==> src/rtl/arbitro_mux3.sv <==
// -----------------------------------------------------------------------------
// arbitro_mux3
//   Round-robin arbiter and sequencer for the shared 32-bit, 3-input datapath
//   multiplexer. It grants one of three requesters at a time and drives the
//   mux select. A grant lasts at most MAX_POSSE cycles, so no requester can
//   hold the bus indefinitely.
//
// Parameters
//   MAX_POSSE : maximum consecutive cycles of one grant (1..255)
//
// Ports
//   clock     in   1  rising-edge clock
//   reset_n   in   1  asynchronous active-low reset
//   req       in   3  request lines, bit i = requester i (mux input i+1)
//   fim       in   3  transfer-done strobe, only the holder's bit is used
//   concessao out  3  registered one-hot grant, 000 when idle
//   seletor   out  2  registered mux select (00/01/10), held while idle
//   valido    out  1  registered, high while a grant is active
// -----------------------------------------------------------------------------
module arbitro_mux3 #(
  parameter int MAX_POSSE = 16
) (
  input  logic       clock,
  input  logic       reset_n,
  input  logic [2:0] req,
  input  logic [2:0] fim,
  output logic [2:0] concessao,
  output logic [1:0] seletor,
  output logic       valido
);

  localparam int CNT_W = $clog2(MAX_POSSE + 1);

  typedef enum logic {
    OCIOSO,
    CONCEDIDO
  } estado_t;

  estado_t            estado;
  logic [1:0]         ultimo;
  logic [CNT_W-1:0]   contador;

  logic               liberar;
  logic               ha_pedido;
  logic [1:0]         vencedor;

  // Index that follows idx in circular order 0 -> 1 -> 2 -> 0.
  function automatic logic [1:0] seguinte(input logic [1:0] idx);
    logic [1:0] r;
    r = (idx == 2'd2) ? 2'd0 : idx + 2'd1;
    return r;
  endfunction

  // Circular search starting just after base. base itself is tried last,
  // which is how the previous holder wins again only as the sole requester.
  // Result is meaningless when pedidos is zero; callers gate on ha_pedido.
  function automatic logic [1:0] proximo(input logic [1:0] base,
                                         input logic [2:0] pedidos);
    logic [1:0] c1;
    logic [1:0] c2;
    logic [1:0] r;
    c1 = seguinte(base);
    c2 = seguinte(c1);
    if (pedidos[c1])      r = c1;
    else if (pedidos[c2]) r = c2;
    else                  r = base;
    return r;
  endfunction

  function automatic logic [2:0] um_quente(input logic [1:0] idx);
    logic [2:0] r;
    r = 3'b001 << idx;
    return r;
  endfunction

  // In CONCEDIDO, ultimo always names the current holder, so fim/req of the
  // holder are picked with it directly. A holder that withdrew has req=0, so
  // the circular search over req already excludes it.
  always_comb begin
    ha_pedido = |req;
    vencedor  = proximo(ultimo, req);
    liberar   = 1'b0;
    if (estado == CONCEDIDO) begin
      liberar = fim[ultimo] | ~req[ultimo] |
                (contador == CNT_W'(MAX_POSSE));
    end
  end

  // ---- registered arbitration / output stage ----
  always_ff @(posedge clock or negedge reset_n) begin
    if (!reset_n) begin
      estado    <= OCIOSO;
      concessao <= 3'b000;
      seletor   <= 2'b00;
      valido    <= 1'b0;
      ultimo    <= 2'd2;
      contador  <= '0;
    end else begin
      case (estado)
        OCIOSO: begin
          if (ha_pedido) begin
            estado    <= CONCEDIDO;
            concessao <= um_quente(vencedor);
            seletor   <= vencedor;
            valido    <= 1'b1;
            contador  <= CNT_W'(1);
            ultimo    <= vencedor;
          end
        end
        CONCEDIDO: begin
          if (liberar) begin
            if (ha_pedido) begin
              // Handoff on the same edge: valido stays high, no idle gap.
              concessao <= um_quente(vencedor);
              seletor   <= vencedor;
              valido    <= 1'b1;
              contador  <= CNT_W'(1);
              ultimo    <= vencedor;
            end else begin
              // seletor is left alone so the mux output stays stable.
              estado    <= OCIOSO;
              concessao <= 3'b000;
              valido    <= 1'b0;
            end
          end else begin
            contador <= contador + CNT_W'(1);
          end
        end
        default: begin
          estado    <= OCIOSO;
          concessao <= 3'b000;
          valido    <= 1'b0;
        end
      endcase
    end
  end

endmodule

==> config.mk <==
export PLATFORM = sky130hd
export DESIGN_NAME = arbitro_mux3
export DESIGN_NICKNAME = d
export VERILOG_FILES = /design/src/rtl/arbitro_mux3.sv
export SDC_FILE = /design/constraint.sdc
export NUM_CORES = 1
export LEC_CHECK = 0
export CORE_MARGIN = 2
export CORE_UTILIZATION = 53
export DETAILED_ROUTE_END_ITERATION = 16
export PLACE_DENSITY = 0.79
export SYNTH_ARGS = -nofsm -noshare
export SYNTH_HDL_FRONTEND = slang
export SYNTH_SLANG_ARGS = --single-unit
==> constraint.sdc <==
create_clock -name clock -period 4.85 [get_ports clock]
set_input_delay 0.7275 -clock clock [delete_from_list [all_inputs] [get_ports clock]]
set_output_delay 0.7275 -clock clock [all_outputs]
set_load 0.03 [all_outputs]
==> impl_results.md <==
- Outcome: completed
- Core area: 0.00132 sq mm
- Total die area: 0.00176 sq mm
- Vias in the first global route: 599
- Die width: 41.9 um
- # DRC: 0
- Vias: 585
- Final Hold Violating Endpoints: 0
- Unrepaired setup endpoints after global routing: false
- Top cell type's share of synthesized area: 39.4%
- Syn avg cell area: 10.2 sq um
- Latest clock arrival within the worst-skew pair: 270 ps
- Area growth, synth to finish: 18.4%
- DRT Wirelength: 1530 um
- Synth Cell Area: 762 sq um
- I/O Buffers: 13
- Setup violators final: 0
- Leading area contributor after synthesis: dfrtp_1
- Syn Nets: 85
- Required @ worst endpoint: 5010 ps
- Final TNS setup: 0 ps
- CTS root buf: clkbuf_4
- Final instance area: 902 sq um
- Final non-filler cell total: 103
- Peak VDD IR: 0.460 mV
- Dominant cells by area after synthesis: dfrtp_1 (39%), mux2i_1 (5.3%), nand2_1 (3.9%)
- Hold Path Class: reg2reg
- Final min period: 2390 ps
- Register bit count reported by yosys: 13
- Startpoint Class: input port
- CTS tree: yes
- DP HPWL: 1100 um
- Clk_skew: 3.23 ps
- Slew HR: 46.1%
- GPL Wtd Cong: 0.791
- Initial Util: 57.8%
- EDFF count, synth: 0
- Total of max-cap violations: 0
- Global route total overflow: 0
- Pwr dens: 601 mW/mm^2
- Postcts setup bufs: 0
- WS Path Type: in2reg
- Worst-path fanout max: 11
- Placed cell count: 99
- Placed Area: 876 sq um
- CP Data Arrival Time: 2550 ps
- Period utilization: 49.3%
- Post-CTS Resized: 0
- Die Span Y: 41.9 um
- CTS Sinks: 13
- Commonest cells post-synth: dfrtp_1 (12), nand2_1 (8), inv_1 (7)
- H-tree depth: 1
- Total GRT Usage: 20.5%
- Pins Over Slew Limit: 0
- Cell with the most instances after synthesis: dfrtp_1
- NumNets Final: 99
- Post-CTS Hold Fix Bufs: 0
- First-pass GRT wire length: 2680 um
- Post-synth ARST share: 100%
- Register area share after synthesis: 42.9%
- Row Count: 13
- Maximum clock frequency: 0.418 GHz
- Leak pwr: 0.387 nW
- CTS Buffer Depth: 2
- Detailed Routing Iterations Pass 1: 4
- Top Ports: 14
- Ys flop type: dfrtp_1
- Initial antenna violation count: 0
- FILL cells: 120
- Total CTS buffers: 3
- CP Capture Type: flip-flop
- Routed len/inst: 14.9 um
- Largest net degree at the start of global routing: 14
- Final hold slack: 487 ps
- Clock transition at the registers of the reported paths: 70 ps
- Fin util: 68.5%
- Via density: 5.68
- Starting DRT DRC Count: 10
- Share of cells above drive strength 1: 12.5%
- ANT cells: 0
- Total number of yosys warnings: 0
- Netlist cell types: 36
- Mapped Cells: 75
- Worst slew pin tran: 803 ps
- Remaining antenna violation count: 0
==> sequential cells by signal (all words and copies together), names as in the netlist <==
signal,cells
estado,1
seletor,1
concessao,3
contador,5
ultimo,2
valido,1
==> per-stage QoR <==
stage / worst slack (ps) / total power, W
after floorplan: 2830 / 0.000414
after global placement: 2250 / 0.000469
after CTS: 2460 / 0.000545
after global routing: 2390 / 0.000582
after detailed placement: 2170 / 0.000476
final: 2460 / 0.000543
==> logic make-up (layout without fill, tap and decap cells) <==
| logic type | after synthesis | after routing | synth area share [%] |
|---|---|---|---|
| XOR/XNOR | 1 | 1 | 1.15 |
| AND/OR/NAND/NOR | 22 | 22 | 18.4 |
| buffers and inverters | 11 | 24 | 8.05 |
| flip-flops | 13 | 13 | 42.9 |
| adder cells (fa/ha/maj) | 2 | 2 | 3.28 |
| AO/OA/AOI/OAI | 21 | 21 | 19.5 |
| multiplexers | 5 | 5 | 6.73 |
==> per-layer routing <==
layer / GRT usage (%) / part of all wire, % / wire length [um] / up-vias
met5: 0 / 0 / 0 / -
met4: 9.68 / 1.8 / 28 / 0
met3: 5.65 / 4.1 / 63 / 5
met2: 30.9 / 45 / 690 / 15
met1: 27.2 / 49 / 748 / 272
li1: - / - / - / 293
==> worst max-delay path: stages <==
cell             delay (ps)
clkdlybuf4s50_1         500
nor2b_4                 170
o31a_1                  230
and4_4                  240
nor2_2                  320
mux2_2                  370
==> worst paths after layout <==
kind	startpoint	to	slack (ps)	depth (start not counted)
setup / recovery	req[0]	ultimo[0]$_DFFE_PN0P_	2460	6
hold / removal	valido$_DFFE_PN0P_	valido$_DFFE_PN0P_	490	1
setup reg to reg	contador[0]$_DFF_PN0_	ultimo[0]$_DFFE_PN0P_	2870	7
hold reg to reg	valido$_DFFE_PN0P_	valido$_DFFE_PN0P_	490	1
max in group asynchronous	reset_n	concessao[0]$_DFFE_PN0P_	3640	1
min in group asynchronous	reset_n	concessao[2]$_DFFE_PN0P_	820	1
==> where the power goes <==
| group | internal (W) | leakage, nW | switching, W |
|---|---|---|---|
| logic | 0.000132 | 0.214 | 0.000146 |
| clock network | 0.0000319 | 0.0150 | 0.0000346 |
| registers | 0.000151 | 0.159 | 0.0000478 |
| total | 0.000314 | 0.387 | 0.000228 |
==> placed cells by master, fill, tap and decap left out <==
cell	count
o21ai_2	1
a21o_1	1
o211a_1	1
dfrtp_1	12
o21a_1	3
nand4bb_1	1
clkdlybuf4s50_1	13
clkbuf_4	3
xnor2_1	1
and4_4	1
nor2b_1	1
o21bai_1	1
a31oi_1	1
o31a_1	1
clkbuf_1	1
nand2_1	8
mux2_2	1
dfstp_2	1
mux2i_1	4
a22o_2	1
nor2_1	1
a41oi_1	1
a2bb2oi_1	1
nor2_2	1
nor3_1	1
o211ai_1	1
nor4_1	1
a21oi_1	3
inv_1	7
o31ai_1	1
or4b_4	1
nand3b_1	3
nand3_1	2
nor2b_4	1
ha_1	2
o21ai_0	4
==> final cells by class <==
class / count / area (sq um) / area share [%]
clock buffers: 4 / 26.3 / 2.91
inverters: 7 / 26.3 / 2.91
multi-input cells: 51 / 374 / 41.5
flip-flops and latches: 13 / 327 / 36.2
well taps: 15 / 18.8 / 2.08
repair buffers: 13 / 130 / 14.4
No activity file was read; power rests on OpenSTA's default activity.
